**config.mk**
```make
export PLATFORM = sky130hd
export DESIGN_NAME = i2c_master_ctrl
export DESIGN_NICKNAME = d
export VERILOG_FILES = /design/src/rtl/i2c_master_ctrl.sv
export SDC_FILE = /design/constraint.sdc
export NUM_CORES = 1
export LEC_CHECK = 0
export BUFFER_PORTS_ARGS = -buffer_cell sky130_fd_sc_hd__buf_2
export CORE_ASPECT_RATIO = 1.25
export CORE_MARGIN = 2
export CORE_UTILIZATION = 45
export CTS_BUF_LIST = sky130_fd_sc_hd__clkbuf_8 sky130_fd_sc_hd__clkbuf_16
export DETAILED_ROUTE_END_ITERATION = 8
export PLACE_DENSITY_LB_ADDON = 0.08
export SLEW_MARGIN = 30
export SYNTH_ARGS = -nofsm -noshare
export SYNTH_HDL_FRONTEND = slang
export SYNTH_SLANG_ARGS = --single-unit
```
**constraint.sdc**
```tcl
create_clock -name clk -period 5.9 [get_ports clk]
set_input_delay 0.59 -clock clk [delete_from_list [all_inputs] [get_ports clk]]
set_output_delay 0.59 -clock clk [all_outputs]
set_load 0.01 [all_outputs]
```
**src/rtl/i2c_master_ctrl.sv**
```systemverilog
// Single-master I2C controller: one register write or register read per command on open-drain SCL/SDA.
// Every bus slot is four quarters of CLK_DIV clocks; pin drives decode from the state and quarter index.
module i2c_master_ctrl #(
    parameter int CLK_DIV = 4
) (
    input  logic       clk,
    input  logic       rst,
    input  logic       cmd_valid,
    output logic       cmd_ready,
    input  logic       cmd_rw,
    input  logic [6:0] cmd_addr,
    input  logic [7:0] cmd_reg,
    input  logic [7:0] cmd_wdata,
    output logic       rsp_valid,
    output logic       rsp_nack,
    output logic [7:0] rsp_rdata,
    output logic       busy,
    output logic       scl_oe,
    input  logic       sda_in,
    output logic       sda_out,
    output logic       sda_oe
);
    // state   | meaning
    // IDLE    | bus released, waiting for a command
    // START   | start condition slot
    // TX_BYTE | one data bit slot per bit, MSB first, from r_shift
    // ACK     | target acknowledge slot
    // RSTART  | repeated start before the read address
    // RX_BYTE | one received bit slot per bit
    // MNACK   | master releases SDA to end the read
    // STOP    | stop condition slot
    // DONE    | one-cycle response pulse
    localparam int QW = $clog2(CLK_DIV);

    typedef enum logic [3:0] {
        S_IDLE, S_START, S_TX_BYTE, S_ACK, S_RSTART, S_RX_BYTE, S_MNACK, S_STOP, S_DONE
    } state_t;

    state_t        r_state, w_next;
    logic [QW-1:0] r_qcnt;
    logic [1:0]    r_q;
    logic [2:0]    r_bcnt;
    logic [1:0]    r_phase;
    logic [7:0]    r_shift;
    logic          r_rw, r_nack;
    logic [6:0]    r_addr;
    logic [7:0]    r_reg, r_wdata;
    logic          r_sda_meta, r_sda_sync;
    logic          r_rsp_nack;
    logic [7:0]    r_rsp_rdata;
    logic          w_q_end, w_slot_end, w_sample, w_scl_low;

    assign w_q_end    = (r_qcnt == '0);
    assign w_slot_end = w_q_end && (r_q == 2'd3);
    assign w_sample   = w_q_end && (r_q == 2'd2);
    assign w_scl_low  = (r_q == 2'd0) || (r_q == 2'd3);

    assign cmd_ready = (r_state == S_IDLE);
    assign busy      = ~cmd_ready;
    assign rsp_valid = (r_state == S_DONE);
    assign rsp_nack  = r_rsp_nack;
    assign rsp_rdata = r_rsp_rdata;
    assign sda_out   = 1'b0;

    always_ff @(posedge clk or posedge rst) begin
        if (rst) r_state <= S_IDLE;
        else     r_state <= w_next;
    end

    always_comb begin
        w_next = r_state;
        scl_oe = 1'b0;
        sda_oe = 1'b0;
        case (r_state)
            S_IDLE:    if (cmd_valid) w_next = S_START;
            S_START: begin
                scl_oe = (r_q == 2'd3);
                sda_oe = r_q[1];
                if (w_slot_end) w_next = S_TX_BYTE;
            end
            S_TX_BYTE: begin
                scl_oe = w_scl_low;
                sda_oe = ~r_shift[7];
                if (w_slot_end && r_bcnt == 3'd0) w_next = S_ACK;
            end
            S_ACK: begin
                scl_oe = w_scl_low;
                if (w_slot_end) begin
                    if (r_nack) w_next = S_STOP;
                    else begin
                        case (r_phase)
                            2'd0:    w_next = S_TX_BYTE;
                            2'd1:    w_next = r_rw ? S_RSTART : S_TX_BYTE;
                            2'd2:    w_next = S_STOP;
                            default: w_next = S_RX_BYTE;
                        endcase
                    end
                end
            end
            S_RSTART: begin
                scl_oe = w_scl_low;
                sda_oe = r_q[1];
                if (w_slot_end) w_next = S_TX_BYTE;
            end
            S_RX_BYTE: begin
                scl_oe = w_scl_low;
                if (w_slot_end && r_bcnt == 3'd0) w_next = S_MNACK;
            end
            S_MNACK: begin
                scl_oe = w_scl_low;
                if (w_slot_end) w_next = S_STOP;
            end
            S_STOP: begin
                scl_oe = (r_q == 2'd0);
                sda_oe = ~r_q[1];
                if (w_slot_end) w_next = S_DONE;
            end
            S_DONE:    w_next = S_IDLE;
            default:   w_next = S_IDLE;
        endcase
    end

    // Quarter timer parks at its reload value outside a transaction so START gets a full slot.
    always_ff @(posedge clk or posedge rst) begin
        if (rst) begin
            r_qcnt <= QW'(CLK_DIV - 1);
            r_q    <= 2'd0;
        end else if (r_state == S_IDLE || r_state == S_DONE) begin
            r_qcnt <= QW'(CLK_DIV - 1);
            r_q    <= 2'd0;
        end else if (w_q_end) begin
            r_qcnt <= QW'(CLK_DIV - 1);
            r_q    <= r_q + 2'd1;
        end else begin
            r_qcnt <= r_qcnt - QW'(1);
        end
    end

    always_ff @(posedge clk or posedge rst) begin
        if (rst) begin
            r_sda_meta <= 1'b1;
            r_sda_sync <= 1'b1;
        end else begin
            r_sda_meta <= sda_in;
            r_sda_sync <= r_sda_meta;
        end
    end

    always_ff @(posedge clk or posedge rst) begin
        if (rst) begin
            r_rw    <= 1'b0;
            r_addr  <= 7'd0;
            r_reg   <= 8'd0;
            r_wdata <= 8'd0;
            r_phase <= 2'd0;
            r_nack  <= 1'b0;
            r_shift <= 8'd0;
            r_bcnt  <= 3'd0;
        end else begin
            case (r_state)
                S_IDLE: if (cmd_valid) begin
                    r_rw    <= cmd_rw;
                    r_addr  <= cmd_addr;
                    r_reg   <= cmd_reg;
                    r_wdata <= cmd_wdata;
                    r_phase <= 2'd0;
                    r_nack  <= 1'b0;
                    r_shift <= {cmd_addr, 1'b0};
                    r_bcnt  <= 3'd7;
                end
                S_TX_BYTE: if (w_slot_end && r_bcnt != 3'd0) begin
                    r_shift <= {r_shift[6:0], 1'b0};
                    r_bcnt  <= r_bcnt - 3'd1;
                end
                S_ACK: begin
                    if (w_sample) r_nack <= r_sda_sync;
                    if (w_slot_end && !r_nack) begin
                        r_bcnt <= 3'd7;
                        case (r_phase)
                            2'd0: begin
                                r_shift <= r_reg;
                                r_phase <= 2'd1;
                            end
                            2'd1: begin
                                r_shift <= r_rw ? {r_addr, 1'b1} : r_wdata;
                                r_phase <= r_rw ? 2'd3 : 2'd2;
                            end
                            default: ;
                        endcase
                    end
                end
                S_RX_BYTE: begin
                    if (w_sample) r_shift <= {r_shift[6:0], r_sda_sync};
                    if (w_slot_end && r_bcnt != 3'd0) r_bcnt <= r_bcnt - 3'd1;
                end
                default: ;
            endcase
        end
    end

    always_ff @(posedge clk or posedge rst) begin
        if (rst) begin
            r_rsp_nack  <= 1'b0;
            r_rsp_rdata <= 8'd0;
        end else if (r_state == S_STOP && w_slot_end) begin
            r_rsp_nack  <= r_nack;
            r_rsp_rdata <= (r_rw && !r_nack) ? r_shift : 8'd0;
        end
    end

endmodule

```
# [After elaboration in Yosys (flattened, before gate mapping)]
# Cells that the tools add are included.
[classes] bitwise_logic=3 n_eq_ne=25 reduce_logical=29 mux=37 addsub=3
[ops] cell="$mux W8" n=6
[ops] cell="$pmux W8 S4" n=1
[ops] cell="$mux W4" n=7
[ops] cell="$pmux W4 S7" n=1
[ops] cell="$ne A2 B2 Y1 const B" n=10
[ops] cell="$pmux W3 S3" n=2
[ops] cell="$eq A4 B3 Y1 const B" n=4
[ops] cell="$pmux W8 S2" n=1
[ops] cell="$mux W3" n=5
[ops] cell="$mux W2" n=6
[ops] cell="$eq A4 B2 Y1 const B" n=2
[ops] cell="$pmux W2 S2" n=2
[ops] cell="$reduce_and A4 Y1" n=2
[ops] cell="$logic_and A1 B1 Y1" n=7
[ops] cell="$reduce_and A7 Y1" n=1
[ops] cell="$eq A2 B2 Y1 const B" n=3
[ops] cell="$logic_not A2 Y1" n=3
[ops] cell="$pmux W1 S3" n=2
[ops] cell="$reduce_and A6 Y1" n=1
[ops] cell="$reduce_bool A3 Y1" n=2
[ops] cell="$reduce_or A5 Y1" n=1
[ops] cell="$eq A4 B1 Y1 const B" n=1
[ops] cell="$eq A4 B4 Y1 const B" n=1
[ops] cell="$logic_not A4 Y1" n=1
[ops] cell="other kinds (17)" n=25
[totals] ff_bits=57 inputBits=28

# [Depth between registers and ports, before layout]
# Gate-level depths: netlist of run 1.
[depth] depth_word=5 ltp_mapped=9

# [Worst setup path before layout of run 1]
# OpenSTA, ideal clock, no wires.
[synth_timing] path_kind="register to register" startpoint="reg r_qcnt[0]" endpoint="reg r_shift[0]" setup_ps=125 n_path_buf=1 setup_slack_ps=3911 synth_period_minus_slack_ps=1989 required_time_ps=5775 t_arrival_ps=1865 stages_incl_launch_ff=9 cell_sequence="dfstp_2 -> inv_1 -> ha_1 -> buf_2 -> nand2_1 -> nor2_1 -> o21a_1 -> o211ai_2 -> mux2_2"
[synth_via] elab_chain_cells=5 word_cells_on_any_way=9
[synth_rtl] item="from (decl)" line_no="40" source="logic [QW-1:0] r_qcnt;"
[synth_rtl] item="from (signal assigned)" line_no="126" source="r_qcnt <= QW'(CLK_DIV - 1);"
[synth_rtl] item="from (signal assigned)" line_no="129" source="r_qcnt <= QW'(CLK_DIV - 1);"
[synth_rtl] item="from (signal assigned)" line_no="132" source="r_qcnt <= QW'(CLK_DIV - 1);"
[synth_rtl] item="$logic_not A2 Y1 *" line_no="53" source="assign w_q_end = (r_qcnt == '0);"
[synth_rtl] item="$logic_and A1 B1 Y1" line_no="54" source="assign w_slot_end = w_q_end && (r_q == 2'd3);"
[synth_rtl] item="$logic_and A1 B1 Y1, on equally long branches" line_no="171, 177"
[synth_rtl] item="$ne A2 B2 Y1 (no source line)"
[synth_rtl] item="$reduce_and A6 Y1 (no source line) *"
[synth_rtl] item="to (signal assigned)" line_no="168" source="r_shift <= {cmd_addr, 1'b0};"
[synth_rtl] item="to (signal assigned)" line_no="172" source="r_shift <= {r_shift[6:0], 1'b0};"
[synth_rtl] item="to (signal assigned)" line_no="181" source="r_shift <= r_reg;"
[synth_rtl] item="to (decl)" line_no="44" source="logic [7:0] r_shift;"
# Every way passes the cells marked *; elsewhere a longest branch is shown, timed or not.
# A chain may end at the register's enable or synchronous reset.

# [Worst setup path after layout of run 1]
[layout_timing] startpoint="reg r_state[1]" endpoint="out sda_oe"
[layout_via] elab_chain_cells=3 word_cells_on_any_way=6
[layout_rtl] item="from (decl)" line_no="39" source="state_t r_state, w_next;"
[layout_rtl] item="from (signal assigned)" line_no="67" source="else r_state <= w_next;"
[layout_rtl] item="$eq A4 B3 Y1 / $eq A4 B1 Y1 (equally long branches)" line_no="74" source="case (r_state)"
[layout_rtl] item="$reduce_or A2 Y1 (no source line)"
[layout_rtl] item="$pmux W1 S3 *" line_no="74"
[layout_rtl] item="to (decl)" line_no="21" source="output logic sda_oe"
# Marks and branches as above.

==> results of run 1 <==
==> layout make-up <==
type / count / area, µm²
tap: 87 / 109
multi-input combinational: 196 / 1460
clock inverter: 6 / 88.8
inverter: 10 / 37.5
sequential: 57 / 1430
clock buffer: 10 / 138
timing repair buffer: 42 / 213
fill: 615 / 3090
==> kinds of logic (layout without fill, tap and decap cells) <==
| kind of cell | Yosys count | count (layout) |
|---|---|---|
| compound gates | 51 | 51 |
| xor+xnor | 2 | 2 |
| fa+ha+maj | 6 | 6 |
| buf+inv | 28 | 68 |
| flops | 57 | 57 |
| mux | 41 | 41 |
| other cells | 1 | 1 |
| simple gates | 95 | 95 |
==> worst max-delay path: cells and delay by family (launching register included) <==
family                 cells  cell delay (ps)
AOI/OAI and AO/OA          2              300
DFF                        1              640
buffers and inverters      1              170
and+or+nand+nor            2              570
==> stage by stage <==
stage                     power, mW  instances  hold slack [ps]  cell area, µm²  setup slack, ps
after detailed placement      0.420        392              348            3250             3300
after global routing          0.856        408              336            3480             3080
after global placement        0.419        392              346            3250             3430
after CTS                     0.838        408              338            3480             3280
final                         0.826        408              356            3480             3300
after floorplan               0.406        281              345            3030             3910
==> how the worst max path moves through the flow <==
| stage | end | cells past startpoint | slack, ps |
|---|---|---|---|
| floorplan | r_shift[0] | 8 | 3910 |
| global placement | r_shift[3] | 5 | 3430 |
| detailed placement | r_shift[1] | 5 | 3300 |
| CTS | sda_oe | 5 | 3280 |
| global route | r_shift[1] | 5 | 3080 |
| finish | sda_oe | 5 | 3300 |
==> routing by layer <==
layer / share of wire, % / vias up
met3: 3.0 / 9
met2: 45 / 41
met4: 1.8 / 0
met5: 0 / -
met1: 50 / 1013
li1: - / 1059
==> power groups by stage <==
stage               Combinational (mW)  Clock (mW)  Sequential, mW
finish                          0.0189       0.415           0.392
global route                    0.0219       0.442           0.392
CTS                             0.0199       0.426           0.392
detailed placement              0.0199           0           0.400
global placement                0.0196           0           0.400
floorplan                      0.00689           0           0.399
==> cell usage in the layout (no fill, tap or decap), types with 3 or more instances in the layout <==
master / netlist / layout
sky130_fd_sc_hd__dfrtp_1: 53 / 53
sky130_fd_sc_hd__nand2_1: 41 / 41
sky130_fd_sc_hd__buf_2: 9 / 41
sky130_fd_sc_hd__nor2_1: 20 / 20
sky130_fd_sc_hd__mux2_4: 17 / 17
sky130_fd_sc_hd__mux2_2: 14 / 14
sky130_fd_sc_hd__a21oi_1: 10 / 10
sky130_fd_sc_hd__clkbuf_8: 0 / 10
sky130_fd_sc_hd__nand3_1: 9 / 9
sky130_fd_sc_hd__inv_1: 9 / 8
sky130_fd_sc_hd__mux2i_1: 8 / 8
sky130_fd_sc_hd__o211ai_1: 7 / 7
sky130_fd_sc_hd__a31oi_1: 7 / 7
sky130_fd_sc_hd__ha_1: 6 / 6
sky130_fd_sc_hd__nand2b_1: 4 / 4
sky130_fd_sc_hd__and3_1: 4 / 4
sky130_fd_sc_hd__dfstp_2: 4 / 4
sky130_fd_sc_hd__nor2b_1: 4 / 3
sky130_fd_sc_hd__o21ai_0: 3 / 3
==> summary.md, run 1 <==
The flow ran to the end, and the final reports show no timing, DRC or antenna violations. Combinational family with the most area after synthesis: multiplexers. The startpoint of the lowest-slack hold path is sda_in. The global-route usage over all layers is 18.0%, and the synthesis-stage register bit count is 57.

The top-area cell type share of the netlist area works out to 43.7%. The clock drives 57 sinks. Core utilization of the finished layout: 53.0%. At the later pin of the worst-skew pair, clock insertion delay measures 340 ps. The largest buffer count on any clock path came out at 2. The worst setup path is launched from a flop. A synthesized cell averages 10.8 µm². Post-CTS setup-driven buffer insertion count: 0.

The path with the worst hold slack has its endpoint at r_sda_meta. The endpoint of the lowest-slack register-to-register path is r_shift[4]. In this run, CTS created clock tree buffers numbering 9. The first global-routing pass estimated 10.4 mm of wire. TritonCTS built the clock tree.

Synthesis instantiated 58 different standard cells from the library. The post-detailed-route count of antenna-violating nets was 0. Ranked by total cell area, the synthesized netlist is headed by sky130_fd_sc_hd__dfrtp_1 44%, sky130_fd_sc_hd__mux2_4 8.4%, sky130_fd_sc_hd__mux2_2 5.2%. Data on the critical path arrives at its endpoint at 2010 ps. The number of endpoints failing setup at the final stage came out at 0.

Sorting the synthesized cells by how often they occur yields 53 x sky130_fd_sc_hd__dfrtp_1, 41 x sky130_fd_sc_hd__nand2_1, 20 x sky130_fd_sc_hd__nor2_1. Cell type contributing the most total cell area after synthesis: sky130_fd_sc_hd__dfrtp_1. The run gives 13.7 ps as the final worst clock skew. Among all flip-flop cells after synthesis, the most frequent one is sky130_fd_sc_hd__dfrtp_1. The static leakage was 1.74 nW; the number of hold violations in the final report was 0.

In the routed design, unresolved DRC markers number 0. Buffers placed on the I/O ports in this run total 41. The tightest min-delay check is of the in2reg type. The most numerous cell type found on the critical path is sky130_fd_sc_hd__a211oi_1. Of the total power, registers draw 47.5%.

The run gives 50.2% as the clock group share of total power. The number of enable-type register cells in the synthesized netlist is 0. For the quantity of hold-fixing buffers added after cts, the log shows 0. For the pin with the worst max-slew slack, the measured transition is 745 ps. The via count came out at 2122. The slack of the worst reg-to-reg path was 3320 ps; the adder and majority cell fraction of the synthesized area was 2.47%. The logs give 0 for the number of pins exceeding their max-slew limit in the final report and 6.11 mm for the total wire length.

Summing the areas of all compound-gate instances in the mapped netlist gives 12.9% of the synthesized area. The share of synthesized cell area in and, or, nand and nor gates works out to 15.1%. For the number of nets in the layout, the log shows 350. In this run the worst path has a maximum fanout of 17. The logs give 0 for the initial antenna violation count and 7420 µm² for the area of the die. The share of flip-flops with an asynchronous set or reset after synthesis was 100%. Clock edge transition at the registers on the reported setup and hold paths: 60 ps. For the finished layout, the period the worst path requires is 2600 ps.

Across the run, the number of max-cap violations was 0. Headroom to the max-slew limit came out at 50.2%. The placer congestion estimate is 0.816.

The cell depth of the worst flop-to-flop path came out at 5. The signal on the critical path passes through nand2b_1 > nor2_1 > a211oi_1 > a211oi_1 > buf_2. Static timing analysis puts the maximum clock frequency at 0.384 GHz. Sequential cells were found to cover 47.2% of the synthesized design area. The internal power of the cells came out at 0.649 mW.

The run gives 2.3% as the part of the total power dissipated in combinational logic. The logs give 138 for the number of design-rule violations left by the first detailed-router iteration and 25.2% for the met1 layer usage reported by global route. For this run, the number of Yosys warnings is 0. The die is 77.4 µm wide.

Entering global routing, the biggest net connects 58 pins. The run gives 46.2% as the starting density of the core. In this run the worst setup path begins at r_state[1]. The total overflow left after global routing is 0. For the number of cell rows, the log shows 33. After Yosys synthesis, XOR and XNOR cells account for 0.577% of the synthesized area. The root buffer cell chosen for the clock tree is sky130_fd_sc_hd__clkbuf_8.

Dividing the detail-routed wire length by the instance count gives 15.0 µm. The area growth from synthesis to layout was 14.7%; the gate count after technology mapping was 281. The critical path is of the reg2out type.

Data on the critical path is required at its endpoint by 5310 ps. Power spread over the standard cell area amounts to 237 nW/µm². The number of global-route vias before repair came out at 2057. STA classifies the critical path endpoint as an output port. The global routing met2 resource utilization was 27.0%.

The startpoint identified for the worst register-to-register timing path is r_state[1]. Switching power: 0.177 mW. The busiest layer in global routing was met2.

The die is 95.8 µm tall. For the number of primary I/O pins, the log shows 43. The standard cell core area was 6570 µm²; the H-tree level count was 3.

Setup repair after global routing left no endpoint under its margin. Adding up every negative setup slack in the final design gives 0 ps. 0 antenna diodes ended up in the layout. Dividing the final minimum period by the clock period gives 44.1%.

For this design, the slowest cell found on the critical path is sky130_fd_sc_hd__dfrtp_1. The post-detailed-placement half-perimeter wirelength came out at 4.28 mm. In the routed layout, each cell is associated on average with a via count of 5.20. The switching power as a share of total power works out to 21.5%. The fraction of synthesized area in multiplexers is 17.0%.

The first TritonRoute pass finished after 4 iterations. After clock tree synthesis, the repair step resized 0 gates. The peak supply drop was 0.140 mV. The tools report the met3 routing resource usage after global routing as 3.10%. The summed instance area of the synthesized netlist is 3030 µm².

The delay of the slowest critical-path stage works out to 640 ps. The fraction of final layout cells with drive strength greater than 1 came out at 32.4%. In the post-synthesis netlist, the cell with the most instances is sky130_fd_sc_hd__dfrtp_1. The count of cells along the worst hold path is 1, and the post-synthesis net count is 315.
Power figures use the tool's default switching activity.
==> run 2: changes to the inputs <==
Clock period 5.9 ns to 2.49 ns, I/O delays scaled along.
==> summary.md, run 2 (synthesis gave the netlist of run 1 again) <==
The area growth from synthesis to layout was 17.1%; the slack of the worst reg-to-reg path was 370 ps (-2950 ps). The max capacitance violation total was 0 (unchanged). The fraction of final layout cells with drive strength greater than 1 came out at 33.1% (+0.73 points). The tools report the remaining max-slew budget at the tightest pin as 59.4% (+9.2 points).

The logs give 8.68 ps (-5.02 ps) for the final worst clock skew and 3 (unchanged) for the H-tree level count. Leaving out fill and tap cells, the most frequent cell in the layout is sky130_fd_sc_hd__dfrtp_1. The number of hold violations in the final report is 0 (unchanged). The flow ran to the end, and the final reports show no timing, DRC or antenna violations. The total congestion overflow is 0 (unchanged). The tools report the core utilization of the finished layout as 54.1% (+1.1 points). The number of pins exceeding their max-slew limit in the final report is 0 (unchanged), and the number of endpoints failing setup at the final stage is 0 (unchanged). The maximum number of pins on one net before global-route repair came out at 58 (unchanged). The critical path starts at r_qcnt[0]. The largest buffer count on any clock path is 2 (unchanged), and the total wire length is 6.22 mm (+1.8%). The number of optimization iterations in the first detailed-route pass is 4 (unchanged), and the post-detailed-route count of antenna-violating nets is 0 (unchanged). The starting density of the core was 46.2% (unchanged). The tools report the clock group share of total power as 50.3% (about the same).

TritonCTS built the clock tree. The switching power is 0.451 mW (+150%), and the peak supply drop is 0.316 mV (+130%). The number of buffers inserted by port buffering came out at 41 (unchanged). The die height was 95.8 µm (unchanged). Via count: 2184 (+2.9%). The setup path with the least slack is of type reg2reg. The tools report the global-route usage over all layers as 18.4% (+0.36 points).

The number of sinks handled by clock tree synthesis is 57 (unchanged), and the total negative setup slack is 0 ps (unchanged). The ratio of total power to cell area was 555 nW/µm² (+130%). The number of gates resized after cts was 0 (unchanged); the final worst hold slack was 132 ps (-224 ps). The part of the total power dissipated in combinational logic came out at 2.6% (+0.3 points). The post-detailed-placement half-perimeter wirelength is 4.32 mm (+0.92%). For this run, the top clock speed supported by timing is 0.472 GHz. The static leakage was 1.78 nW (+2.4%). The worst setup path is captured at a flop. The run gives 358 (+2.3%) as the number of nets in the layout. The capturing element of the worst setup path is r_shift[1]. The data arrival time of the critical path came out at 2350 ps (+340 ps). The tools report the initial antenna violation count as 0 (unchanged).

The area after detailed placement was 3310 µm² (+1.8%); the number of design-rule violations left by the first detailed-router iteration was 103 (-25%). The cell depth of the worst flop-to-flop path was 7 (+2). Setup repair after global routing left no endpoint under its margin. The switching power as a share of total power works out to 22.9% (+1.4 points). The worst hold path belongs to the class in2reg. Number of antenna repair diodes: 0 (unchanged). The tree is rooted in a sky130_fd_sc_hd__clkbuf_8. The required time reported for the critical path endpoint was 2720 ps (-2590 ps); the area of the die was 7420 µm² (unchanged).

In this run the critical register-to-register path is captured at r_shift[1]. The number of buffers created by CTS was 9 (unchanged); the number of cell rows was 33 (unchanged). The number of primary I/O pins was 43 (unchanged). The worst-path cell with the longest stage delay was sky130_fd_sc_hd__dfstp_2.

The detailed-route wire length per cell is 15.0 µm (-0.19%). The sequential power share is 47.1% (-0.4 points), and the post-detailed-route via-to-cell ratio is 5.25 (+0.94%). The standard cell core area came out at 6570 µm² (unchanged).

Part of the cycle the worst path needs: 85.1%. The startpoint identified for the worst register-to-register timing path is r_qcnt[0]. The width of the chip came out at 77.4 µm (unchanged).

The critical path goes through inv_1 > ha_1 > nand2_1 > nor2_1 > o21a_1 > o211ai_2 > mux2_2. The minimum clock period after layout is 2120 ps. The internal power of the cells was 1.52 mW (+130%).

The tools report the post-CTS setup-driven buffer insertion count as 0 (unchanged). Post-route standard cell area excluding fillers: 3550 µm² (+2.1%). The number of global-route vias before repair was 2139 (+4.0%).

The placer congestion estimate was 0.792 (-2.9%); the slew at the pin with the worst max-slew slack was 609 ps (-136 ps). The worst setup path is launched from a flop. The delay of the slowest critical-path stage was 520 ps (-120 ps).

The DRC violations left was 0 (unchanged). The clock edge transition at the registers on the reported setup and hold paths was 70 ps (about the same). The top cell types in the final layout, fill and taps aside, are 53 x sky130_fd_sc_hd__dfrtp_1, 41 x sky130_fd_sc_hd__nand2_1, 41 x sky130_fd_sc_hd__buf_2, 20 x sky130_fd_sc_hd__nor2_1, 17 x sky130_fd_sc_hd__mux2_4. Maximum fanout count along the critical path: 8 (-9). The logs give 340 ps (about the same) for the insertion delay of the later-clocked pin in the worst-skew pair and 10.4 mm (+0.47%) for the wire length of the first global-routing pass.
==> run 2: cell count changes in the layout (fill, tap and decap cells not counted), sizes merged <==
cell         previous run  this run
clkbuf                 10         9
buf                    42        48
inv                    11        12
dlygate4sd3             0         2
==> run 2: how the worst min path moves through the flow <==
stage                 startpoint      endpoint  slack, ps  cells past startpoint
floorplan                 sda_in    r_sda_meta        250                      0
global placement             rst  rsp_rdata[4]        330                      3
detailed placement           rst      rsp_nack        330                      3
CTS                 cmd_wdata[4]    r_wdata[4]        120                      2
global route        cmd_wdata[4]    r_wdata[4]        110                      2
finish              cmd_wdata[4]    r_wdata[4]        130                      2
==> run 2: worst max-delay path, delay by kind of cell, from the launching register on <==
| kind | cells | cell delay, ps |
|---|---|---|
| and+or+nand+nor | 2 | 210 |
| muxes | 1 | 380 |
| AOI/OAI and AO/OA | 2 | 570 |
| DFF | 1 | 520 |
| adders and majority gates | 1 | 290 |
| buffers and inverters | 1 | 40 |
==> run 2: per-stage QoR <==
step                instances  setup WS [ps]  total power, mW
floorplan                 281            501            0.963
global placement          398            388            0.997
detailed placement        398            346            0.997
CTS                       416            334             2.00
global route              416            198             2.04
finish                    416            371             1.97
==> run 2: routing by layer <==
metal	part of all wire (%)	GRT usage [%]	vias to the layer above
met5	0	0	-
met4	1.6	9.52	0
met3	3.2	4.60	10
met2	45	28.5	43
met1	50	24.0	1051
li1	-	-	1080
==> run 2: final cells by class <==
class	count	area (µm²)
clock buffers	9	124
clock inverters	7	101
fillers	621	3010
inverters	10	37.5
multi-input cells	196	1460
flip-flops and latches	57	1430
well taps	87	109
repair buffers	50	290
==> run 2: power groups by stage <==
stage	clock network, mW	registers (mW)	logic [mW]
2_1_floorplan	0	0.947	0.0163
3_3_place_gp	0	0.947	0.0498
4_1_cts	1.01	0.929	0.0527
5_1_grt	1.05	0.929	0.0577
3_5_place_dp	0	0.947	0.0502
6_report	0.993	0.929	0.0504
==> run 2: repair_timing <==
action / in CTS / in global routing
endpoints found under the setup margin: 0 / 0
hold endpoints to repair: 54 / 0
hold buffers: 2 / 0
==> run 3: changes to the inputs <==
Settings changed: CORE_ASPECT_RATIO 1.25 to not set.
==> summary.md, run 3 (synthesis gave the netlist of run 1 again) <==
The run gives 4 (unchanged) as the number of optimization iterations in the first detailed-route pass. From synthesis to final layout, the design area changed by 16.0%. The part of the cycle the worst path needs came out at 86.3% (+1.2 points). Slew at the pin with the worst max-slew slack: 596 ps (-13.2 ps). The starting density of the core was 47.2% (+1.0 points); the H-tree level count was 3 (unchanged). Maximum fanout count along the critical path: 8 (unchanged). The endpoint of the lowest-slack register-to-register path is r_shift[3]. The die height works out to 86.1 µm (-10%). Sequential standard cell area: 1430 µm² (unchanged). TritonCTS built the clock tree.

The count of buffering cells on the critical path with inverters included works out to 1 (unchanged). The tree is rooted in a sky130_fd_sc_hd__clkbuf_8. The non-filler instance count after layout is 406 (-2.4%). The fraction of final layout cells with drive strength greater than 1 works out to 33.1% (unchanged). The cell depth of the worst flop-to-flop path works out to 7 (unchanged). In this run the critical register-to-register path is launched from r_qcnt[0]. The width of the chip was 86.1 µm (+11%). The worst-path cell with the longest stage delay was sky130_fd_sc_hd__dfstp_2. The number of gates resized after cts was 0 (unchanged); the number of antenna repair diodes was 0 (unchanged). The tools report the post-detailed-route count of antenna-violating nets as 0 (unchanged). The logs give 601 (-3.2%) for the filler cell count and 2 (unchanged) for the largest buffer count on any clock path. The logs give 6420 µm² (-2.2%) for the standard cell core area and 148 (+44%) for the number of design-rule violations left by the first detailed-router iteration. The insertion delay of the later-clocked pin in the worst-skew pair is 320 ps (-20 ps).

The tools report the peak supply drop as 0.330 mV (+4.4%). The critical path's top delay family was compound AO/OA/AOI/OAI gates. Area of the multi-input gates: 1460 µm² (unchanged). The path with the worst hold slack has its endpoint at r_sda_meta. The count of cells along the worst hold path was 1 (-1); the number of buffers created by CTS was 9 (unchanged). The run gives 0 (unchanged) as the post-CTS setup-driven buffer insertion count. The number of sinks handled by clock tree synthesis was 57 (unchanged). The minimum clock period after layout is 2150 ps (+29.0 ps). The data arrival time of the critical path was 2360 ps (about the same). The total congestion overflow was 0 (unchanged); the maximum clock frequency was 0.465 GHz (-1.4%).

STA classifies the critical path startpoint as a flop. The final critical-path setup slack is 341 ps (-29.0 ps). The number of primary I/O pins was 43 (unchanged). For the initial antenna violation count, the log shows 0 (unchanged). Number of instances in the placed design: 389 (-2.3%).

The post-detailed-route via-to-cell ratio is 5.30 (+0.96%). Detailed-route wire length per cell: 15.1 µm (+1.1%). Traced cell by cell, the critical path runs through inv_1 > ha_1 > nand2_1 > nor2_1 > o21a_1 > o211ai_2 > mux2_2. The library cell used most frequently in the layout, excluding fill and tap cells, is sky130_fd_sc_hd__dfrtp_1.

The run finished with clean final reports. The tools report the area of the die as 7420 µm² (about the same). The placer congestion estimate came out at 0.810 (+2.2%).

The clock edge transition at the registers on the reported setup and hold paths came out at 60 ps (about the same). The total power consumption of the routed design is 1.92 mW (-2.4%), and the number of buffers inserted by port buffering is 41 (unchanged). The static leakage is 1.78 nW (+0.39%). Ratio of total power to cell area: 547 nW/µm² (-1.5%).

Final worst clock skew: 5.60 ps (-3.08 ps). The top cell types in the final layout, fill and taps aside, are 53 x sky130_fd_sc_hd__dfrtp_1, 41 x sky130_fd_sc_hd__nand2_1, 41 x sky130_fd_sc_hd__buf_2, 20 x sky130_fd_sc_hd__nor2_1, 17 x sky130_fd_sc_hd__mux2_4. The startpoint of the lowest-slack hold path is sda_in. For the DRC violations left, the log shows 0 (unchanged).

Number of nets in the layout: 358 (unchanged). For the total wire length, the log shows 6.14 mm (-1.4%). The logs give 60.3% (+0.88 points) for the remaining max-slew budget at the tightest pin and 2052 (-4.1%) for the number of global-route vias before repair.

For the total negative setup slack, the log shows 0 ps (unchanged). The final worst hold slack is 22.4 ps (-110 ps). The post-detailed-placement half-perimeter wirelength was 4.43 mm (+2.6%); the number of hold violations in the final report was 0 (unchanged).

For the number of cell rows, the log shows 29 (-12%). Setup repair after global routing left no endpoint under its margin. The worst hold path class was in2reg. The quantity of hold-fixing buffers added after cts is 1 (-1), and the via count is 2152 (-1.5%).

The number of pins exceeding their max-slew limit in the final report came out at 0 (unchanged). The required time reported for the critical path endpoint is 2700 ps (-20 ps). Slack of the worst reg-to-reg path: 340 ps (-30 ps). The tools report the max capacitance violation total as 0 (unchanged). The worst slack at placement was 348 ps (+1.56 ps). The wire length of the first global-routing pass came out at 10.6 mm (+1.4%).

The delay of the slowest critical-path stage is 520 ps (about the same). For the number of endpoints failing setup at the final stage, the log shows 0 (unchanged). Global-route usage over all layers: 18.4% (+0.054 points). The critical path is of the reg2reg type. The maximum number of pins on one net before global-route repair is 29 (-50%). The critical path endpoint category is a flop.
run 3: cell count changes in the layout (fill, tap and decap cells not counted), sizes merged:
cell,previous run,this run
clkinv,1,3
clkinvlp,2,0
buf,48,49
clkbuf,9,10
dlygate4sd3,2,1
inv,12,11
run 3: where the power goes:
part	total (mW)	internal (mW)	switching (mW)
combinational	0.0469	0.0189	0.0281
clock	0.948	0.585	0.363
sequential	0.930	0.929	0.000748
run 3: worst reg2reg max path, stage by stage (launching register included):
cell and delay [ps]:
sky130_fd_sc_hd__dfstp_2 520, sky130_fd_sc_hd__inv_1 40, sky130_fd_sc_hd__ha_1 290, sky130_fd_sc_hd__nand2_1 130, sky130_fd_sc_hd__nor2_1 90, sky130_fd_sc_hd__o21a_1 200, sky130_fd_sc_hd__o211ai_2 380, sky130_fd_sc_hd__mux2_2 390
run 3: cell type report:
class | instances | area share (%)
clock buffer | 10 | 3.91
clock inverter | 6 | 2.35
inverter | 10 | 1.07
multi-input combinational | 196 | 41.5
sequential | 57 | 40.7
tap | 77 | 2.74
timing repair buffer | 50 | 7.82
run 3: how the worst max path moves through the flow:
stage,startpoint,end,depth (start not counted)
3_3_place_gp,r_qcnt[0],r_shift[2],7
4_1_cts,r_qcnt[0],r_shift[1],7
6_report,r_qcnt[0],r_shift[3],7
5_1_grt,r_bcnt[0],r_shift[3],7
2_1_floorplan,r_qcnt[0],r_shift[0],8
3_5_place_dp,r_qcnt[0],r_shift[1],7
run 3: stage by stage:
stage	area, µm²	util [%]
after global placement	3290	51.2
after CTS	3520	54.8
after floorplan	3030	-
after global routing	3520	54.8
after detailed placement	3290	51.2
final	3520	54.8
run 3: layer usage:
metal	track usage (%)	share of wire, %	vias up
met2	24.9	42	40
met1	28.9	53	1031
li1	-	-	1075
met3	3.27	3.3	6
met5	0	0	-
met4	7.36	1.1	0
